===== config.mk =====
export PLATFORM = sky130hd
export DESIGN_NAME = sram_access_arbiter
export DESIGN_NICKNAME = d
export VERILOG_FILES = /design/src/rtl/sram_access_arbiter.sv
export SDC_FILE = /design/constraint.sdc
export NUM_CORES = 1
export LEC_CHECK = 0
export BUFFER_PORTS_ARGS = -buffer_cell sky130_fd_sc_hd__buf_2
export CORE_MARGIN = 3
export CORE_UTILIZATION = 52
export CTS_BUF_LIST = sky130_fd_sc_hd__clkbuf_4
export CTS_CLUSTER_DIAMETER = 150
export CTS_CLUSTER_SIZE = 12
export DETAILED_ROUTE_END_ITERATION = 8
export HOLD_SLACK_MARGIN = 0.05
export PLACE_DENSITY_LB_ADDON = 0.2
export SLEW_MARGIN = 20
export SYNTH_ARGS = -nofsm -noshare
export SYNTH_HDL_FRONTEND = slang
export SYNTH_SLANG_ARGS = --single-unit

===== constraint.sdc =====
create_clock -name clk -period 4.3 [get_ports clk]
set_input_delay 0.86 -clock clk [delete_from_list [all_inputs] [get_ports clk]]
set_output_delay 0.86 -clock clk [all_outputs]
set_load 0.01 [all_outputs]

===== src/rtl/sram_access_arbiter.sv =====
// Two-way arbiter (audio datapath / host) for the single quad-SPI audio SRAM.
// Optional WAIT-state timeout compiled in with `define SRAM_ARB_TIMEOUT_EN.
module sram_access_arbiter #(
    parameter int ADDR_W      = 17,
    parameter int MAX_AUD_RUN = 4,
    parameter int TIMEOUT     = 255
) (
    input  logic              clk,
    input  logic              reset,

    input  logic              aud_req,
    input  logic              aud_we,
    input  logic [ADDR_W-1:0] aud_addr,
    input  logic [7:0]        aud_wdata,
    output logic              aud_ack,
    output logic [7:0]        aud_rdata,

    input  logic              host_req,
    input  logic              host_we,
    input  logic [ADDR_W-1:0] host_addr,
    input  logic [7:0]        host_wdata,
    output logic              host_ack,
    output logic [7:0]        host_rdata,

    output logic              mem_start,
    output logic              mem_we,
    output logic [ADDR_W-1:0] mem_addr,
    output logic [7:0]        mem_wdata,
    input  logic              mem_done,
    input  logic [7:0]        mem_rdata,

    output logic              grant_host,
    output logic              arb_busy,
    input  logic              err_clr,
    output logic              timeout_err
);

    typedef enum logic [1:0] {
        ST_IDLE  = 2'd0,
        ST_ISSUE = 2'd1,
        ST_WAIT  = 2'd2,
        ST_RESP  = 2'd3
    } state_t;

    localparam logic [3:0] RUN_MAX  = 4'(MAX_AUD_RUN);
    localparam logic [7:0] TMO_LAST = 8'(TIMEOUT - 1);

    state_t              state_reg, state_next;
    logic                owner_host_reg, owner_host_next;
    logic [3:0]          aud_run_cnt_reg, aud_run_cnt_next;
    logic                mem_we_reg, mem_we_next;
    logic [ADDR_W-1:0]   mem_addr_reg, mem_addr_next;
    logic [7:0]          mem_wdata_reg, mem_wdata_next;
    logic                mem_start_reg, mem_start_next;
    logic                arb_busy_reg, arb_busy_next;
    logic                aud_ack_reg, aud_ack_next;
    logic                host_ack_reg, host_ack_next;
    logic [7:0]          aud_rdata_reg, aud_rdata_next;
    logic [7:0]          host_rdata_reg, host_rdata_next;
    logic                pick_host;
    logic                cap_en;
    logic [7:0]          cap_data;

`ifdef SRAM_ARB_TIMEOUT_EN
    logic [7:0]          tmo_cnt_reg, tmo_cnt_next;
    logic                timeout_err_reg, timeout_err_next;
    logic                tmo_set;
`endif

    always_ff @(posedge clk or posedge reset) begin
        if (reset) begin
            state_reg       <= ST_IDLE;
            owner_host_reg  <= 1'b0;
            aud_run_cnt_reg <= 4'd0;
            mem_we_reg      <= 1'b0;
            mem_addr_reg    <= '0;
            mem_wdata_reg   <= 8'h00;
            mem_start_reg   <= 1'b0;
            arb_busy_reg    <= 1'b0;
            aud_ack_reg     <= 1'b0;
            host_ack_reg    <= 1'b0;
            aud_rdata_reg   <= 8'h00;
            host_rdata_reg  <= 8'h00;
        end else begin
            state_reg       <= state_next;
            owner_host_reg  <= owner_host_next;
            aud_run_cnt_reg <= aud_run_cnt_next;
            mem_we_reg      <= mem_we_next;
            mem_addr_reg    <= mem_addr_next;
            mem_wdata_reg   <= mem_wdata_next;
            mem_start_reg   <= mem_start_next;
            arb_busy_reg    <= arb_busy_next;
            aud_ack_reg     <= aud_ack_next;
            host_ack_reg    <= host_ack_next;
            aud_rdata_reg   <= aud_rdata_next;
            host_rdata_reg  <= host_rdata_next;
        end
    end

`ifdef SRAM_ARB_TIMEOUT_EN
    always_ff @(posedge clk or posedge reset) begin
        if (reset) begin
            tmo_cnt_reg     <= 8'd0;
            timeout_err_reg <= 1'b0;
        end else begin
            tmo_cnt_reg     <= tmo_cnt_next;
            timeout_err_reg <= timeout_err_next;
        end
    end
`endif

    always_comb begin
        state_next       = state_reg;
        owner_host_next  = owner_host_reg;
        aud_run_cnt_next = aud_run_cnt_reg;
        mem_we_next      = mem_we_reg;
        mem_addr_next    = mem_addr_reg;
        mem_wdata_next   = mem_wdata_reg;
        pick_host        = 1'b0;
        cap_en           = 1'b0;
        cap_data         = mem_rdata;
`ifdef SRAM_ARB_TIMEOUT_EN
        tmo_cnt_next     = 8'd0;
        tmo_set          = 1'b0;
`endif

        case (state_reg)
            ST_IDLE: begin
                // A host that is not waiting restarts the starvation window.
                if (!host_req) begin
                    aud_run_cnt_next = 4'd0;
                end
                if (aud_req || host_req) begin
                    pick_host       = host_req && (!aud_req || (aud_run_cnt_reg >= RUN_MAX));
                    owner_host_next = pick_host;
                    state_next      = ST_ISSUE;
                    if (pick_host) begin
                        mem_we_next      = host_we;
                        mem_addr_next    = host_addr;
                        mem_wdata_next   = host_wdata;
                        aud_run_cnt_next = 4'd0;
                    end else begin
                        mem_we_next    = aud_we;
                        mem_addr_next  = aud_addr;
                        mem_wdata_next = aud_wdata;
                        if (host_req) begin
                            aud_run_cnt_next = (aud_run_cnt_reg >= RUN_MAX) ?
                                               RUN_MAX : aud_run_cnt_reg + 4'd1;
                        end
                    end
                end
            end
            ST_ISSUE: begin
                state_next = ST_WAIT;
            end
            ST_WAIT: begin
                if (mem_done) begin
                    cap_en     = 1'b1;
                    state_next = ST_RESP;
                end
`ifdef SRAM_ARB_TIMEOUT_EN
                else if (tmo_cnt_reg == TMO_LAST) begin
                    // Give the owner a recognisable dummy byte rather than stalling it.
                    cap_en     = 1'b1;
                    cap_data   = 8'hFF;
                    tmo_set    = 1'b1;
                    state_next = ST_RESP;
                end else begin
                    tmo_cnt_next = tmo_cnt_reg + 8'd1;
                end
`endif
            end
            ST_RESP: begin
                state_next = ST_IDLE;
            end
            default: begin
                state_next = ST_IDLE;
            end
        endcase

        aud_rdata_next  = (cap_en && !owner_host_reg) ? cap_data : aud_rdata_reg;
        host_rdata_next = (cap_en &&  owner_host_reg) ? cap_data : host_rdata_reg;

        // Outputs are registered from the next state so they line up with it.
        mem_start_next = (state_next == ST_ISSUE);
        arb_busy_next  = (state_next != ST_IDLE);
        aud_ack_next   = (state_next == ST_RESP) && !owner_host_next;
        host_ack_next  = (state_next == ST_RESP) &&  owner_host_next;

`ifdef SRAM_ARB_TIMEOUT_EN
        timeout_err_next = (timeout_err_reg || tmo_set) && !err_clr;
`endif
    end

    assign aud_ack    = aud_ack_reg;
    assign aud_rdata  = aud_rdata_reg;
    assign host_ack   = host_ack_reg;
    assign host_rdata = host_rdata_reg;
    assign mem_start  = mem_start_reg;
    assign mem_we     = mem_we_reg;
    assign mem_addr   = mem_addr_reg;
    assign mem_wdata  = mem_wdata_reg;
    assign grant_host = owner_host_reg;
    assign arb_busy   = arb_busy_reg;

`ifdef SRAM_ARB_TIMEOUT_EN
    assign timeout_err = timeout_err_reg;
`else
    logic unused_cfg;
    assign unused_cfg  = err_clr ^ (^TMO_LAST);
    assign timeout_err = 1'b0;
`endif

endmodule


==> results.json, run 1 <==
{
  "status": "finished, final reports clean",
  "synth-edff-count": 0,
  "post-place-ws_ns": 1.632,
  "num_antenna_cells": 0,
  "synth_cell_types": 32,
  "skew_ns": 0.01229,
  "relSlewSlack_pct": 34.22,
  "final_cell_mix": "buf_2 (111), nand2_1 (56), dfrtp_1 (53), nand4_1 (27), o211ai_2 (20)",
  "tightest_slew_ns": 0.9866,
  "largest_reg_flops": 17,
  "crit_arrival_ns": 2.65,
  "min_period_ns": 2.373,
  "p_leak_uw": 0.001583,
  "die_width_um": 75.32,
  "place_congestion": 0.7276,
  "hold_viol": 0,
  "synthesis.nets": 299,
  "start_util_pct": 55.47,
  "grt_max_degree": 54,
  "fin_ws_ns": 1.927,
  "hold_path.class": "flop to flop",
  "rsz0062_at_grt": "no",
  "wire_per_inst_um": 15.95,
  "finalSetupViolCount": 0,
  "critPathMaxFanout": 37,
  "clk_pin_slew_ns": 0.15,
  "multi_input_comb_area_um2": 1061,
  "min_period_over_period_pct": 55.18,
  "power_uw": 2113,
  "synth.avg_cell_area_um2": 10.91,
  "ios": 114,
  "cts_tree": "done",
  "dr.pass1.iters": 4,
  "critPathMaxStageDelay_ns": 0.84,
  "async_flop_share_pct": 100.0,
  "fin_nets": 400,
  "grt.overflow.total": 0,
  "grt_first_pass_wirelength_um": 9577,
  "power_density_nw_per_um2": 676.1,
  "worst-path-buf-inv": 2,
  "synth_cells": 229,
  "route.detailed.drc": 0,
  "cts_setup_buffers": 0,
  "vias": 2130,
  "cts_buffers": 5,
  "crit_family": "compound AO/OA/AOI/OAI gates",
  "hold_buffers": 0,
  "cts-resized-gates": 0,
  "layout_commonest_cell": "buf_2",
  "worstSetupPathType": "flop to flop",
  "dpl.hpwl_um": 4185,
  "dominantRegCellSynth": "dfrtp_1",
  "io_buffers": 111,
  "clkSinkCount": 53,
  "ys_seq_elements": 53,
  "std_cell_rows": 24,
  "start_kind": "flop",
  "seqCellArea_um2": 1326,
  "die-height_um": 75.32,
  "totalWireLength_um": 6107,
  "peakVddDrop_mv": 0.3359,
  "place_inst": 375,
  "grt_pass1_vias": 2054,
  "setup-tns-final_ns": 0,
  "drtIter0Drc": 107,
  "detail-route-antenna-nets": 0,
  "syn_area_um2": 2499,
  "insertion_delay_ns": 0.36,
  "die_area_um2": 5673,
  "vias_per_cell": 5.561,
  "cp_cell_sequence": "inv_1 > ha_1 > buf_4 > o21a_1 > nand2_1 > o211ai_2",
  "core_um2": 4504,
  "yosys_warnings": 0,
  "cts_root_buffer": "clkbuf_4",
  "htree_levels": 2,
  "clockBufferDepth": 2,
  "max_freq_ghz": 0.4214,
  "required_ns": 4.58,
  "drive_above_1_share_pct": 48.34,
  "slew_violations": 0,
  "ys_seq_area_share_pct": 53.08,
  "fillers": 355,
  "grt_usage_pct": 22.15,
  "antenna_found_initial": 0,
  "fin_cells": 383,
  "area_delta_synth_final_pct": 25.09,
  "cp_slowest_cell": "o21a_1",
  "maxCapViolCount": 0,
  "worstSetupEndpointType": "flop"
}
## synth_stat cells, types with 3 or more instances
master    instances  share of area, %
buf_6             3               1.4
clkbuf_1         12               1.8
mux2_2           16               7.2
o211ai_2         20                10
nand4_1          27               6.8
ha_1              4               2.0
nand2_1          56               8.4
dfrtp_1          53                53
inv_1             6              0.90
o211ai_1          6               1.8
## metal layers
layer	global-route usage, %	routed length (um)
met1	28.65	2526
met2	38.35	3156
met3	3.826	339
met4	6.408	83
met5	0	0
## power by group
| group | total [uW] | leakage, uW | internal [uW] | switching (uW) |
|---|---|---|---|---|
| Combinational | 995 | 0.000885 | 428 | 566 |
| Clock | 276 | 0.0000433 | 128 | 148 |
| Sequential | 843 | 0.000654 | 731 | 112 |
| Total | 2110 | 0.00158 | 1290 | 826 |
## kinds of logic (layout without fill, tap and decap cells)
logic type | count (synthesis) | after routing | share of synthesized area [%]
AOI/OAI and AO/OA | 32 | 32 | 13.42
adders and majority gates | 4 | 4 | 2.003
buffers and inverters | 25 | 127 | 4.907
DFF | 53 | 53 | 53.08
muxes | 16 | 16 | 7.211
other | 1 | 1 | 0.1501
and+or+nand+nor | 98 | 98 | 19.23
## worst register-to-register path, stage by stage (launching register included)
cell	delay [ns]
dfrtp_1	0.44
inv_1	0.12
ha_1	0.16
buf_4	0.35
o21a_1	0.85
nand2_1	0.19
o211ai_2	0.19
## layout make-up
| cell class | count | share of cell area [%] |
|---|---|---|
| clock buffer | 6 | 1.441 |
| clock inverter | 2 | 1.081 |
| inverter | 6 | 0.7606 |
| multi-input combinational | 151 | 33.95 |
| sequential | 53 | 42.43 |
| tap | 52 | 2.082 |
| timing repair buffer | 113 | 18.25 |
## per-stage QoR
stage	area, um^2	hold slack, ns	utilization, %
detailed placement	3038	0.4653	67.44
floorplan	2499	0.4805	-
global placement	3038	0.4643	67.44
CTS	3117	0.5013	69.19
finish	3126	0.4990	69.39
global route	3126	0.5260	69.39
## worst paths after layout
kind,to,slack [ns],startpoint,depth (start not counted)
max reg2reg,mem_wdata[3],1.93,state_reg[0],6
min reg2reg,mem_wdata[4],0.50,mem_wdata[4],2
min,mem_wdata[4],0.50,mem_wdata[4],2
min in group asynchronous,aud_run_cnt_reg[2],0.65,reset,2
max in group asynchronous,mem_wdata[0],3.13,reset,2
max,mem_wdata[3],1.93,state_reg[0],6
Power figures use the tool's default switching activity.
==> inputs of run 2 (changes only) <==
--- a/config.mk
+++ b/config.mk
@@ -5,9 +5,10 @@
 export SDC_FILE = /design/constraint.sdc
 export NUM_CORES = 1
 export LEC_CHECK = 0
+export ABC_AREA = 1
 export BUFFER_PORTS_ARGS = -buffer_cell sky130_fd_sc_hd__buf_2
 export CORE_MARGIN = 3
-export CORE_UTILIZATION = 52
+export CORE_UTILIZATION = 44
 export CTS_BUF_LIST = sky130_fd_sc_hd__clkbuf_4
 export CTS_CLUSTER_DIAMETER = 150
 export CTS_CLUSTER_SIZE = 12
==> constraint.sdc (replaced) <==
create_clock -name clk -period 2.11 [get_ports clk]
set_input_delay 0.422 -clock clk [delete_from_list [all_inputs] [get_ports clk]]
set_output_delay 0.422 -clock clk [all_outputs]
set_load 0.01 [all_outputs]
==> run 2 against run 1 <==
Compared with the run above:
- die area is 23% higher
- non-clock buffer count is 5 higher
- final cell count is 34% higher
- final area is 6.4% higher
- first-iteration DRC count is 47% lower
- sequential power is 110% higher
- core utilization is 10 points lower
- critical path type unchanged
- critical endpoint is now aud_rdata[3]
- largest power group unchanged
- highest routed layer unchanged
==> results.json, run 2 <==
{
  "status": "finished, final reports clean",
  "async_flop_share_pct": 100.0,
  "setup-tns-final_ns": 0,
  "synth_cell_types": 24,
  "clockBufferDepth": 2,
  "synth_largest_type_area_fraction_pct": 50.28,
  "dominantRegCellSynth": "dfrtp_1",
  "critPathMaxFanout": 16,
  "r2r-start": "state_reg[0]",
  "place_congestion": 0.7975,
  "die_area_um2": 6960,
  "antenna_found_initial": 0,
  "synth.avg_cell_area_um2": 7.897,
  "fin_nets": 512,
  "synth_area_leader_cell": "dfrtp_1",
  "hold_path.class": "input pin to asynchronous set/reset pin",
  "ios": 114,
  "rsz0062_at_grt": "no",
  "route.detailed.drc": 0,
  "synthesis.nets": 404,
  "yosys_warnings": 0,
  "ys_seq_area_share_pct": 50.28,
  "clk_pin_slew_ns": 0.15,
  "reg2reg_slack_ns": 0.50,
  "area_delta_synth_final_pct": 26.09,
  "power_density_nw_per_um2": 1274,
  "largest_reg_flops": 17,
  "worstSetupPathType": "flop to flop",
  "core_um2": 5642,
  "layout_commonest_cell": "buf_2",
  "grt.overflow.total": 0,
  "synth-edff-count": 0,
  "fillers": 545,
  "std_cell_rows": 27,
  "grt_first_pass_wirelength_um": 10490,
  "min_period_over_period_pct": 76.38,
  "worstSetupEndpointType": "flop",
  "insertion_delay_ns": 0.37,
  "crit_arrival_ns": 1.87,
  "totalWireLength_um": 6116,
  "synth_cells": 334,
  "start_util_pct": 46.75,
  "grt_usage_pct": 18.06,
  "dpl.hpwl_um": 4543,
  "final_cell_mix": "buf_2 (111), nand2_1 (101), inv_1 (65), nand3_1 (59), dfrtp_1 (53)",
  "io_buffers": 111,
  "wire_per_inst_um": 11.88,
  "cts_root_buffer": "clkbuf_4",
  "ys_seq_elements": 53,
  "reg2reg_depth": 6,
  "vias": 2368,
  "relSlewSlack_pct": 53.84,
  "synth_common_cells": "nand2_1 (101), inv_1 (66), nand3_1 (59)",
  "tightest_slew_ns": 0.6925,
  "grt_pass1_vias": 2317,
  "synth.area.top_cells": "dfrtp_1 (50%), nand2_1 (14%), nand3_1 (11%)",
  "dr.pass1.iters": 4,
  "cts_setup_buffers": 0,
  "maxCapViolCount": 0,
  "peakVddDrop_mv": 0.6741,
  "fin_cells": 515,
  "min_period_ns": 1.612,
  "hold_buffers": 0,
  "drive_above_1_share_pct": 32.05,
  "r2r_end": "aud_rdata[3]",
  "vias_per_cell": 4.598,
  "cts-resized-gates": 0,
  "htree_levels": 2,
  "cts_buffers": 5,
  "slew_violations": 0,
  "clkSinkCount": 53,
  "final_core_util_pct": 58.95,
  "p_leak_uw": 0.002056,
  "die_width_um": 83.43,
  "syn_area_um2": 2638,
  "max_freq_ghz": 0.6205,
  "synth_most_common_cell": "nand2_1",
  "detail-route-antenna-nets": 0,
  "die-height_um": 83.43,
  "start_kind": "flop",
  "num_antenna_cells": 0,
  "cts_tree": "done",
  "grt_max_degree": 32,
  "drtIter0Drc": 57,
  "place_inst": 507,
  "fin_hold_ws_ns": 0.1138,
  "finalSetupViolCount": 0,
  "required_ns": 2.37,
  "hold_viol": 0,
  "skew_ns": 0.009082
}
## run 2: cell types whose count changed after synthesis, sizes merged, moves of 2 or more
cell	previous run	this run
nor2	2	6
inv	6	68
o211ai	26	0
nor3	2	0
nand3	1	59
buf	7	13
clkbuf	12	4
nand4	27	0
nand2	56	103
o21ai	2	18
mux2	16	0
## run 2: final cells by class
type	instances	area, um^2	area share [%]
Sequential cell	53	1326	39.88
Multi-Input combinational cell	196	940.9	28.29
Timing Repair Buffer	118	608.1	18.28
Inverter	68	257.7	7.750
Tap cell	72	90.09	2.709
Clock inverter	3	65.06	1.956
Clock buffer	5	37.54	1.129
## run 2: per-layer routing
layer | track usage [%] | up-vias | share of wire (%)
met3 | 4.266 | 8 | 7.2
met1 | 22.21 | 1058 | 45
met5 | 0 | - | 0
met2 | 31.34 | 81 | 47
met4 | 5.702 | 0 | 1.3
li1 | - | 1221 | -
## run 2: cells by family after synthesis
| group | after synthesis | share of synthesized area (%) |
|---|---|---|
| compound gates | 20 | 4.981 |
| flops | 53 | 50.28 |
| buf+inv | 85 | 14.04 |
| other cells | 1 | 0.1422 |
| simple gates | 171 | 28.65 |
| fa+ha+maj | 4 | 1.898 |
## run 2: worst max path at each step
stage,endpoint,depth (start not counted),slack (ns),start
after floorplan,arb_busy,1,0.40,reset
after global placement,mem_addr[16],6,0.47,aud_req
after detailed placement,mem_addr[11],6,0.43,aud_req
after CTS,mem_addr[11],6,0.48,aud_run_cnt_reg[3]
after global routing,mem_addr[1],6,0.33,aud_run_cnt_reg[3]
final,aud_rdata[3],6,0.50,state_reg[0]
## run 2: critical path, stage by stage, from the launching register on
cell     delay, ns
dfrtp_1       0.40
inv_1         0.12
ha_1          0.21
nand2_1       0.07
or2_1         0.46
nand2_1       0.17
o21ai_2       0.07
## run 2: power breakdown
| part | internal, uW | switching [uW] | leakage [uW] |
|---|---|---|---|
| Combinational | 743 | 1090 | 0.00134 |
| Sequential | 1490 | 237 | 0.000660 |
| Clock | 367 | 314 | 0.0000552 |
| Total | 2600 | 1640 | 0.00206 |
## run 2: per-stage QoR
step | cell area, um^2 | setup WS (ns) | power, uW
finish | 3326 | 0.4983 | 4238
global placement | 3223 | 0.4701 | 3557
global route | 3326 | 0.3325 | 4618
detailed placement | 3223 | 0.4284 | 3614
floorplan | 2638 | 0.4018 | 2930
CTS | 3326 | 0.4811 | 4307
==> inputs of run 3 (changes only) <==
--- a/config.mk
+++ b/config.mk
@@ -8,7 +8,7 @@
 export ABC_AREA = 1
 export BUFFER_PORTS_ARGS = -buffer_cell sky130_fd_sc_hd__buf_2
 export CORE_MARGIN = 3
-export CORE_UTILIZATION = 44
+export CORE_UTILIZATION = 49
 export CTS_BUF_LIST = sky130_fd_sc_hd__clkbuf_4
 export CTS_CLUSTER_DIAMETER = 150
 export CTS_CLUSTER_SIZE = 12
==> constraint.sdc (replaced) <==
create_clock -name clk -period 1.5 [get_ports clk]
set_input_delay 0.3 -clock clk [delete_from_list [all_inputs] [get_ports clk]]
set_output_delay 0.3 -clock clk [all_outputs]
set_load 0.01 [all_outputs]
==> run 3 against run 2 <==
Compared with the run above:
- hold slack better by 0.060 ns
- register-to-register slack got worse by 0.38 ns
- core utilization increased by 6.3 points
- highest routed layer unchanged
==> results.json, run 3 (synthesis results as in run 2) <==
{
  "status": "finished, final reports clean",
  "std_cell_rows": 26,
  "drtIter0Drc": 107,
  "clkSinkCount": 53,
  "slew_violations": 0,
  "die_width_um": 79.37,
  "p_int_uw": 3414,
  "area_delta_synth_final_pct": 27.99,
  "drive_above_1_share_pct": 33.11,
  "hold_path.class": "input pin to flop",
  "grt_usage_pct": 19.61,
  "fin_nets": 520,
  "peakVddDrop_mv": 0.9626,
  "dpl.hpwl_um": 4459,
  "vias": 2371,
  "final_cell_mix": "buf_2 (111), nand2_1 (101), inv_1 (64), nand3_1 (59), dfrtp_1 (53)",
  "finalSetupViolCount": 0,
  "cts_setup_buffers": 0,
  "antenna_found_initial": 0,
  "p_sw_uw": 2299,
  "cp_cell_sequence": "inv_2 > ha_2 > nand2_1 > or2_1 > buf_12 > nand2_1 > o21ai_2",
  "rsz0062_at_grt": "no",
  "pwr-share-comb_pct": 47.3,
  "reg2reg_depth": 7,
  "wire_per_inst_um": 11.29,
  "htree_levels": 2,
  "reg2reg_slack_ns": 0.12,
  "r2r_end": "aud_rdata[6]",
  "postLayoutCellArea_um2": 3376,
  "dr.pass1.iters": 4,
  "maxCapViolCount": 0,
  "io_buffers": 111,
  "clockBufferDepth": 2,
  "grt_max_degree": 54,
  "skew_ns": 0.009387,
  "min_period_ns": 1.379,
  "largest_reg_flops": 17,
  "setup-tns-final_ns": 0,
  "start_util_pct": 50.99,
  "core_um2": 5172,
  "crit_arrival_ns": 1.66,
  "p_leak_uw": 0.002071,
  "die_area_um2": 6299,
  "critPathMaxStageDelay_ns": 0.42,
  "hold_viol": 0,
  "startpoint": "state_reg[0]",
  "totalWireLength_um": 5870,
  "endpoint": "aud_rdata[6]",
  "vias_per_cell": 4.560,
  "power_density_nw_per_um2": 1692,
  "num_antenna_cells": 0,
  "max_freq_ghz": 0.7250,
  "worstSetupPathType": "flop to flop",
  "insertion_delay_ns": 0.36,
  "clkPwrFrac_pct": 10.2,
  "place_congestion": 0.7619,
  "worstSetupEndpointType": "flop",
  "dpl_cell_area_um2": 3314,
  "clk_pin_slew_ns": 0.14,
  "critPathMaxFanout": 16,
  "die-height_um": 79.37,
  "fin_hold_ws_ns": 0.1738,
  "grt.overflow.total": 0,
  "crit_top_cell": "nand2_1",
  "cts_buffers": 5,
  "ios": 114,
  "grt_pass1_vias": 2213,
  "r2r-start": "state_reg[0]",
  "layout_commonest_cell": "buf_2",
  "cts_root_buffer": "clkbuf_4",
  "min_period_over_period_pct": 91.95,
  "p_sw_share_pct": 40.25,
  "cts_tree": "done",
  "start_kind": "flop",
  "required_ns": 1.78,
  "detail-route-antenna-nets": 0,
  "cp_slowest_cell": "dfrtp_1",
  "grt_first_pass_wirelength_um": 9798,
  "p_seq_share_pct": 42.5,
  "route.detailed.drc": 0
}
[run 3: cell count changes in the layout (fill, tap and decap cells not counted), moves of 2 or more]
cell | previous run | this run
buf_12 | 0 | 3
bufinv_16 | 2 | 0
clkinvlp_4 | 0 | 2
buf_4 | 7 | 11
[run 3: cell type report]
| cell class | count | area, um^2 |
|---|---|---|
| Tap cell | 70 | 87.58 |
| Clock inverter | 2 | 11.26 |
| Fill cell | 482 | 1797 |
| Clock buffer | 5 | 37.54 |
| Timing Repair Buffer | 126 | 708.2 |
| Sequential cell | 53 | 1326 |
| Inverter | 68 | 261.5 |
| Multi-Input combinational cell | 196 | 943.4 |
[run 3: layer usage]
metal	vias up	routed length [um]	global-route usage [%]
met5	-	0	0
met4	0	60	4.983
met3	7	368	4.082
met2	62	2885	34.60
met1	1057	2555	24.50
li1	1245	-	-
[run 3: power groups by stage]
stage          registers [uW]  clock network (uW)  logic, uW
6_report                 2430                 584       2700
5_1_grt                  2510                 663       3080
4_1_cts                  2420                 603       2760
3_5_place_dp             2450                   0       2750
3_3_place_gp             2440                   0       2650
2_1_floorplan            2740                   0       1380
[run 3: worst min-delay path by stage]
stage / slack, ns / cells after the start / end / from
final: 0.17 / 3 / aud_rdata[7] / mem_rdata[7]
after global routing: 0.16 / 3 / aud_rdata[3] / mem_rdata[3]
after CTS: 0.16 / 3 / aud_rdata[2] / mem_rdata[2]
after detailed placement: 0.39 / 3 / mem_wdata[0] / reset
after global placement: 0.39 / 3 / mem_wdata[1] / reset
after floorplan: 0.36 / 1 / arb_busy / reset
[run 3: worst max-delay path: cells and delay by family, from the launching register on]
family | cells | cell delay [ns]
compound gates | 1 | 0.05
fa+ha+maj | 1 | 0.19
buf+inv | 2 | 0.25
flops | 1 | 0.42
simple gates | 3 | 0.39
[run 3: what timing repair did]
item / CTS / global route
setup endpoints to repair: 0 / 9
resized for setup: 0 / 2
hold buffers: 1 / 0
hold endpoints to repair: 53 / 0
[run 3: stage by stage]
step | util (%) | setup WS, ns | std cells | total power, uW
6_report | 65.26 | 0.1207 | 520 | 5713
3_5_place_dp | 64.08 | 0.06348 | 512 | 5198
3_3_place_gp | 64.08 | 0.1317 | 512 | 5097
4_1_cts | 65.22 | 0.05213 | 520 | 5787
2_1_floorplan | - | 0.06261 | 334 | 4123
5_1_grt | 65.26 | 0.01123 | 520 | 6250
